`config.mk`:
```
export PLATFORM = sky130hd
export DESIGN_NAME = debounce_fsm
export DESIGN_NICKNAME = d
export VERILOG_FILES = /design/src/rtl/debounce_fsm.sv
export SDC_FILE = /design/constraint.sdc
export NUM_CORES = 1
export LEC_CHECK = 0
export CAP_MARGIN = 30
export CORE_MARGIN = 2
export CORE_UTILIZATION = 53
export DETAILED_ROUTE_END_ITERATION = 7
export MAX_ROUTING_LAYER = met4
export PLACE_DENSITY = 0.69
export SLEW_MARGIN = 20
export SYNTH_ARGS = -nofsm -noshare
export SYNTH_HDL_FRONTEND = slang
export SYNTH_SLANG_ARGS = --single-unit
```
`constraint.sdc`:
```
create_clock -name clk -period 1.9 [get_ports clk]
set_input_delay 0.285 -clock clk [delete_from_list [all_inputs] [get_ports clk]]
set_output_delay 0.285 -clock clk [all_outputs]
set_load 0.01 [all_outputs]
```
`src/rtl/debounce_fsm.sv`:
```
// Debounce filter: synchronises a raw bouncy level, then qualifies every level
// change over DB_CYCLES stable cycles before reporting it on db_level.
module debounce_fsm #(
   parameter int SYNC_STAGES = 2,
   parameter int DB_CYCLES   = 1000000,
   parameter int CNT_W       = $clog2(DB_CYCLES + 1)
) (
   input  logic clk,
   input  logic reset_n,
   input  logic sw_raw,
   output logic db_level,
   output logic db_busy
);

   typedef enum logic [1:0] {
      ST_ZERO  = 2'b00,
      ST_WAIT1 = 2'b01,
      ST_ONE   = 2'b10,
      ST_WAIT0 = 2'b11
   } state_t;

   localparam logic [CNT_W-1:0] CNT_LOAD = CNT_W'(DB_CYCLES - 1);
   localparam logic [CNT_W-1:0] CNT_DEC  = CNT_W'(1);
   localparam logic [CNT_W-1:0] CNT_ZERO = CNT_W'(0);

   logic [SYNC_STAGES-1:0] sync_q;
   logic [SYNC_STAGES-1:0] sync_d;
   logic                   sw_sync;
   state_t                 state_q;
   state_t                 state_d;
   logic [CNT_W-1:0]       cnt_q;
   logic [CNT_W-1:0]       cnt_d;
   logic                   db_level_q;
   logic                   db_level_d;
   logic                   db_busy_q;
   logic                   db_busy_d;

   assign sw_sync  = sync_q[SYNC_STAGES-1];
   assign db_level = db_level_q;
   assign db_busy  = db_busy_q;

   // Synchroniser shift: sw_raw enters at bit 0, sw_sync leaves at the top.
   always_comb begin
      sync_d = {sync_q[SYNC_STAGES-2:0], sw_raw};
   end

   // Next state, counter and output decode; outputs follow the next state so
   // the registered copies always match the state register.
   always_comb begin
      state_d    = state_q;
      cnt_d      = cnt_q;
      db_level_d = 1'b0;
      db_busy_d  = 1'b0;
      case (state_q)
         ST_ZERO: begin
            if (sw_sync) begin
               state_d = ST_WAIT1;
               cnt_d   = CNT_LOAD;
            end else begin
               state_d = ST_ZERO;
            end
         end
         ST_WAIT1: begin
            if (!sw_sync) begin
               state_d = ST_ZERO;
            end else if (cnt_q == CNT_ZERO) begin
               state_d = ST_ONE;
            end else begin
               cnt_d = cnt_q - CNT_DEC;
            end
         end
         ST_ONE: begin
            if (!sw_sync) begin
               state_d = ST_WAIT0;
               cnt_d   = CNT_LOAD;
            end else begin
               state_d = ST_ONE;
            end
         end
         ST_WAIT0: begin
            if (sw_sync) begin
               state_d = ST_ONE;
            end else if (cnt_q == CNT_ZERO) begin
               state_d = ST_ZERO;
            end else begin
               cnt_d = cnt_q - CNT_DEC;
            end
         end
         default: begin
            state_d = ST_ZERO;
            cnt_d   = CNT_ZERO;
         end
      endcase
      case (state_d)
         ST_WAIT1: begin
            db_level_d = 1'b0;
            db_busy_d  = 1'b1;
         end
         ST_ONE: begin
            db_level_d = 1'b1;
            db_busy_d  = 1'b0;
         end
         ST_WAIT0: begin
            db_level_d = 1'b1;
            db_busy_d  = 1'b1;
         end
         default: begin
            db_level_d = 1'b0;
            db_busy_d  = 1'b0;
         end
      endcase
   end

   // State, counter, synchroniser and output registers.
   always_ff @(posedge clk or negedge reset_n) begin
      if (!reset_n) begin
         sync_q     <= '0;
         state_q    <= ST_ZERO;
         cnt_q      <= CNT_ZERO;
         db_level_q <= 1'b0;
         db_busy_q  <= 1'b0;
      end else begin
         sync_q     <= sync_d;
         state_q    <= state_d;
         cnt_q      <= cnt_d;
         db_level_q <= db_level_d;
         db_busy_q  <= db_busy_d;
      end
   end

endmodule

```
======== Yosys cells after proc, flatten, opt, wreduce, memory -nomap -nowiden ========
Index checks and enable logic that the tools add are counted.
word-level totals
  output and inout bits ................... 2
  logic and storage cells ................. 36
  input bits .............................. 3
  register bits after elaboration ......... 26
operators by class
  equal/unequal tests ..................... 10
  mux-type cells .......................... 15
  add/sub/neg operators ................... 1
  reduce and logical (&&, ||, !) cells .... 5
operator list
  cell                   count
  $mux 20                5
  $pmux 20 s4            1
  $logic_not 20->1       1
  $sub 20x1->20 const B  1
  $eq 2x2->1 const B     4
  $mux 2                 4
  $ne 2x2->1 const B     4
  $pmux 2 s4             1
  $eq 2x1->1 const B     2
  $mux 1                 4
  $reduce_and 4->1       1
  $reduce_or 2->1        2
  $logic_not 2->1        1

======== Depth between registers and ports, before layout ========
  depth in word-level cells ............... 7
  gate-level depth with buffers ........... 7
  depth with buffers taken out ............ 7

======== Worst setup path before layout ========
No wires, ideal clock.
  path type ............................... register to register
  start ................................... reg cnt_q[14]
  end ..................................... reg cnt_q[18]
  arrival ................................. 1.922 ns
  required time ........................... 1.769 ns
  setup time .............................. 0.131 ns
  buffers on the path ..................... 0
  stages on the path, launching flop included .. 5
  slack ................................... -0.153 ns
  clock period less this slack ............ 2.053 ns
  path through ............................ dfrtp_1 or4_4 or4_4 o31a_1 or3_1
on the way
  longest elaborated chain between the ends .. 4
  elaborated cells between the ends (all ways) .. 6
  those cells by class .................... add/sub (1); mux (4); reduce/logical (1)
ends and longest elaborated chain
  what                                                      line    source
  from (decl)                                               31      logic [CNT_W-1:0] cnt_q;
  from (signal assigned)                                    125     cnt_q <= cnt_d;
  $sub 20x1->20 / $logic_not 20->1 (equally long branches)  -
  $mux 20 (*)                                               66, 83
  $mux 20 (on tied branches)                                81, 64
  $pmux 20 s4 (*)                                           54      case (state_q)
Mark *: on every way between the ends. The rest lies on a longest branch, timed or not. The select of a mux whose other input is x is not followed.
A chain may end at the register's enable or synchronous reset.

======== Worst setup path after layout ========
  start ................................... reg cnt_q[11]
  end ..................................... reg cnt_q[18]
Same word-level chain as after synthesis.

==> key figures <==
Outcome
  • Status: finished with violations
  • Failing checks: negative setup slack

Yosys
  • Top cells by area, synth: dfrtp_1 44%, a211oi_1 2.7%, a2bb2oi_1 2.5%
  • Synth cell count leaders: 25 x dfrtp_1, 9 x inv_1, 8 x nand2_1
  • Cell with the most instances after synthesis: dfrtp_1
  • Share of the yosys chip area belonging to registers: 44.4%
  • Yosys reg bits: 25
  • Synthesized area per cell: 9.64 um2
  • Synth cell types: 46
  • Cell Area, Synth: 1410 um2
  • Cell taking the most area after synthesis: dfrtp_1
  • Gate Count Post-Synth: 146
  • Asr flop ratio synth: 100%
  • Ys Warns: 0
  • Post-synth top area share: 44.4%
  • Syn nets: 150
  • Post-synth EDFFs: 0
  • Top_reg_cell synth: dfrtp_1

Clocking
  • CTS Root Cell: clkbuf_4
  • H-tree depth: 1
  • Clock insertion delay at the later pin of the skew report: 0.33 ns
  • Clock Sinks: 25
  • Clk slew on worst S/H paths: 0.15 ns
  • CTS tree: yes
  • CTS max path bufs: 2
  • Cts bufs inserted: 3

STA
  • Setup ws final: -0.151 ns
  • Max-slew violations: 0
  • WHS: 0.296 ns
  • Maximum clock frequency: 0.487 GHz
  • Unrepaired setup endpoints after global routing: yes
  • Worst Clk Skew: 0.0131 ns
  • Rel. slew slack: 69.0%
  • Final setup viols: 3
  • Final hold viol count: 0
  • Tcrit/Tclk final: 108%
  • Worst-Margin Slew: 0.453 ns
  • Minimum clock period: 2.05 ns

Route
  • Residual DRC count: 0
  • Drt wl/cell: 18.9 um
  • Drt total wl: 3910 um
  • Vias: 1404
  • Initial DRC count: 95
  • Remaining antenna violation count: 0
  • Iteration count of the initial detailed-routing pass: 4
  • Via density: 6.78

Critical path
  • CP max FO: 2
  • Req. time, crit path: 2.12 ns
  • Cells along the critical path: or4_4, or4_4, o31a_1, or3_1
  • Critical path class: reg -> reg
  • CP startpoint kind: flip-flop
  • Reg2reg path depth: 4
  • Max stage delay on crit path: 0.53 ns
  • Most frequent cell on the critical path: or4_4
  • Worst path depth: 4
  • Top delay family on crit path: simple AND/OR/NAND/NOR gates
  • WP buf/inv: 0
  • CP Data Arrival Time: 2.27 ns
  • CP max stage cell: or4_4
  • Flop-to-flop setup slack: -0.15 ns
  • Crit end category: flip-flop

Pwr
  • Final Power: 1070 uW
  • Power density cells: 604 nW/um2
  • Leakage: 0.000766 uW
  • Max VDD drop: 0.000584 V

Global routing
  • Antenna violations before repair: 0
  • First-pass GRT wire length: 6290 um
  • Vias in the first global route: 1401
  • Total grt overflow: 0
  • Largest net degree at the start of global routing: 26
  • GRT Total Usage: 26.0%

Placed design
  • Port Buffers: 4
  • Dpl hpwl: 2590 um
  • Routability Congestion: 0.893

Die
  • Die area: 3080 um2
  • IO Count: 5
  • Initial Util: 56.3%
  • # rows: 18
  • Die width: 55.5 um
  • Die Y: 55.5 um
  • Core Box Area: 2500 um2

Finish
  • Final Net Count: 182
  • Area Growth Syn to Fin: 25.6%
  • Core Util, Final: 70.7%
  • Ant diodes: 0
  • Share of post-route cells with drive strength above 1: 29.4%
  • Fill count: 183

Min path
  • Class of the worst hold path: in -> async

Flow run
  • Max Cap Viol: 0
[cell families (layout without fill, tap and decap cells)]
kind of cell	count (synthesis)	count (layout)	share of synthesized area, %
compound gates	43	43	22.8
xor+xnor	2	2	1.24
fa+ha+maj	1	1	0.889
buf+inv	16	47	4.35
flops	25	25	44.4
mux	3	3	2.22
simple gates	56	56	24.0
[worst reg2reg max path: stages, from the launching register on]
cell and delay [ns]:
dfrtp_1 0.40, or4_4 0.53, or4_4 0.44, o31a_1 0.28, or3_1 0.30
[sequential cells by signal, summed over array words and instances (netlist names)]
name and flops:
cnt_q 20, db_busy 1, state_q 1, sync_q 2
db_level 1
[timing repair]
action                     CTS  global route
pin swaps                    1             2
gates resized for setup      2            13
setup endpoints to repair    7            16
hold buffers                 0             0
buffers inserted             1             6
[cells in the final DEF, fill, tap and decap left out, drive strengths merged, types with 5 or more instances in the layout]
cell type  instances
buf               30
nand2              8
nand3              7
or4                5
inv                9
nor3               6
a211oi             5
a21oi              5
nor2               7
dfrtp             25
nor4               6
[cell type report]
| cell class | count | area, um2 | area share [%] |
|---|---|---|---|
| Sequential cell | 25 | 629 | 35.6 |
| Clock inverter | 1 | 5.00 | 0.283 |
| Clock buffer | 3 | 22.5 | 1.27 |
| Inverter | 9 | 33.8 | 1.91 |
| Tap cell | 30 | 37.5 | 2.12 |
| Timing Repair Buffer | 34 | 269 | 15.2 |
| Multi-Input combinational cell | 105 | 771 | 43.6 |
[per-layer routing]
layer  GRT usage, %  part of all wire, %  vias up
met5              -                    0        -
li1               -                    -      639
met2           42.3                   49       81
met4           10.5                 0.82        0
met1           32.6                   42      676
met3           3.75                  7.9        8
[worst paths after layout]
kind                           start         to
setup reg to reg           cnt_q[11]  cnt_q[18]
min in group clk           sync_q[0]  sync_q[1]
hold reg to reg            sync_q[0]  sync_q[1]
setup / recovery           cnt_q[11]  cnt_q[18]
hold / removal               reset_n  cnt_q[14]
max in group asynchronous    reset_n   cnt_q[4]
[through the flow]
step | setup WS, ns | cell area (um2) | TNS [ns] | cells
global placement | -0.103 | 1640 | -0.181 | 196
CTS | -0.145 | 1680 | -0.487 | 201
finish | -0.151 | 1770 | -0.354 | 207
floorplan | -0.153 | 1410 | -0.168 | 146
global route | -0.199 | 1770 | -1.22 | 207
detailed placement | -0.149 | 1640 | -0.361 | 196
[power by group]
part	internal (uW)	leakage (uW)	switching, uW
registers	572	0.000284	59.0
clock network	79.1	0.0000177	168
logic	90.7	0.000464	98.0
total	742	0.000766	325
Power figures use the tool's default switching activity.
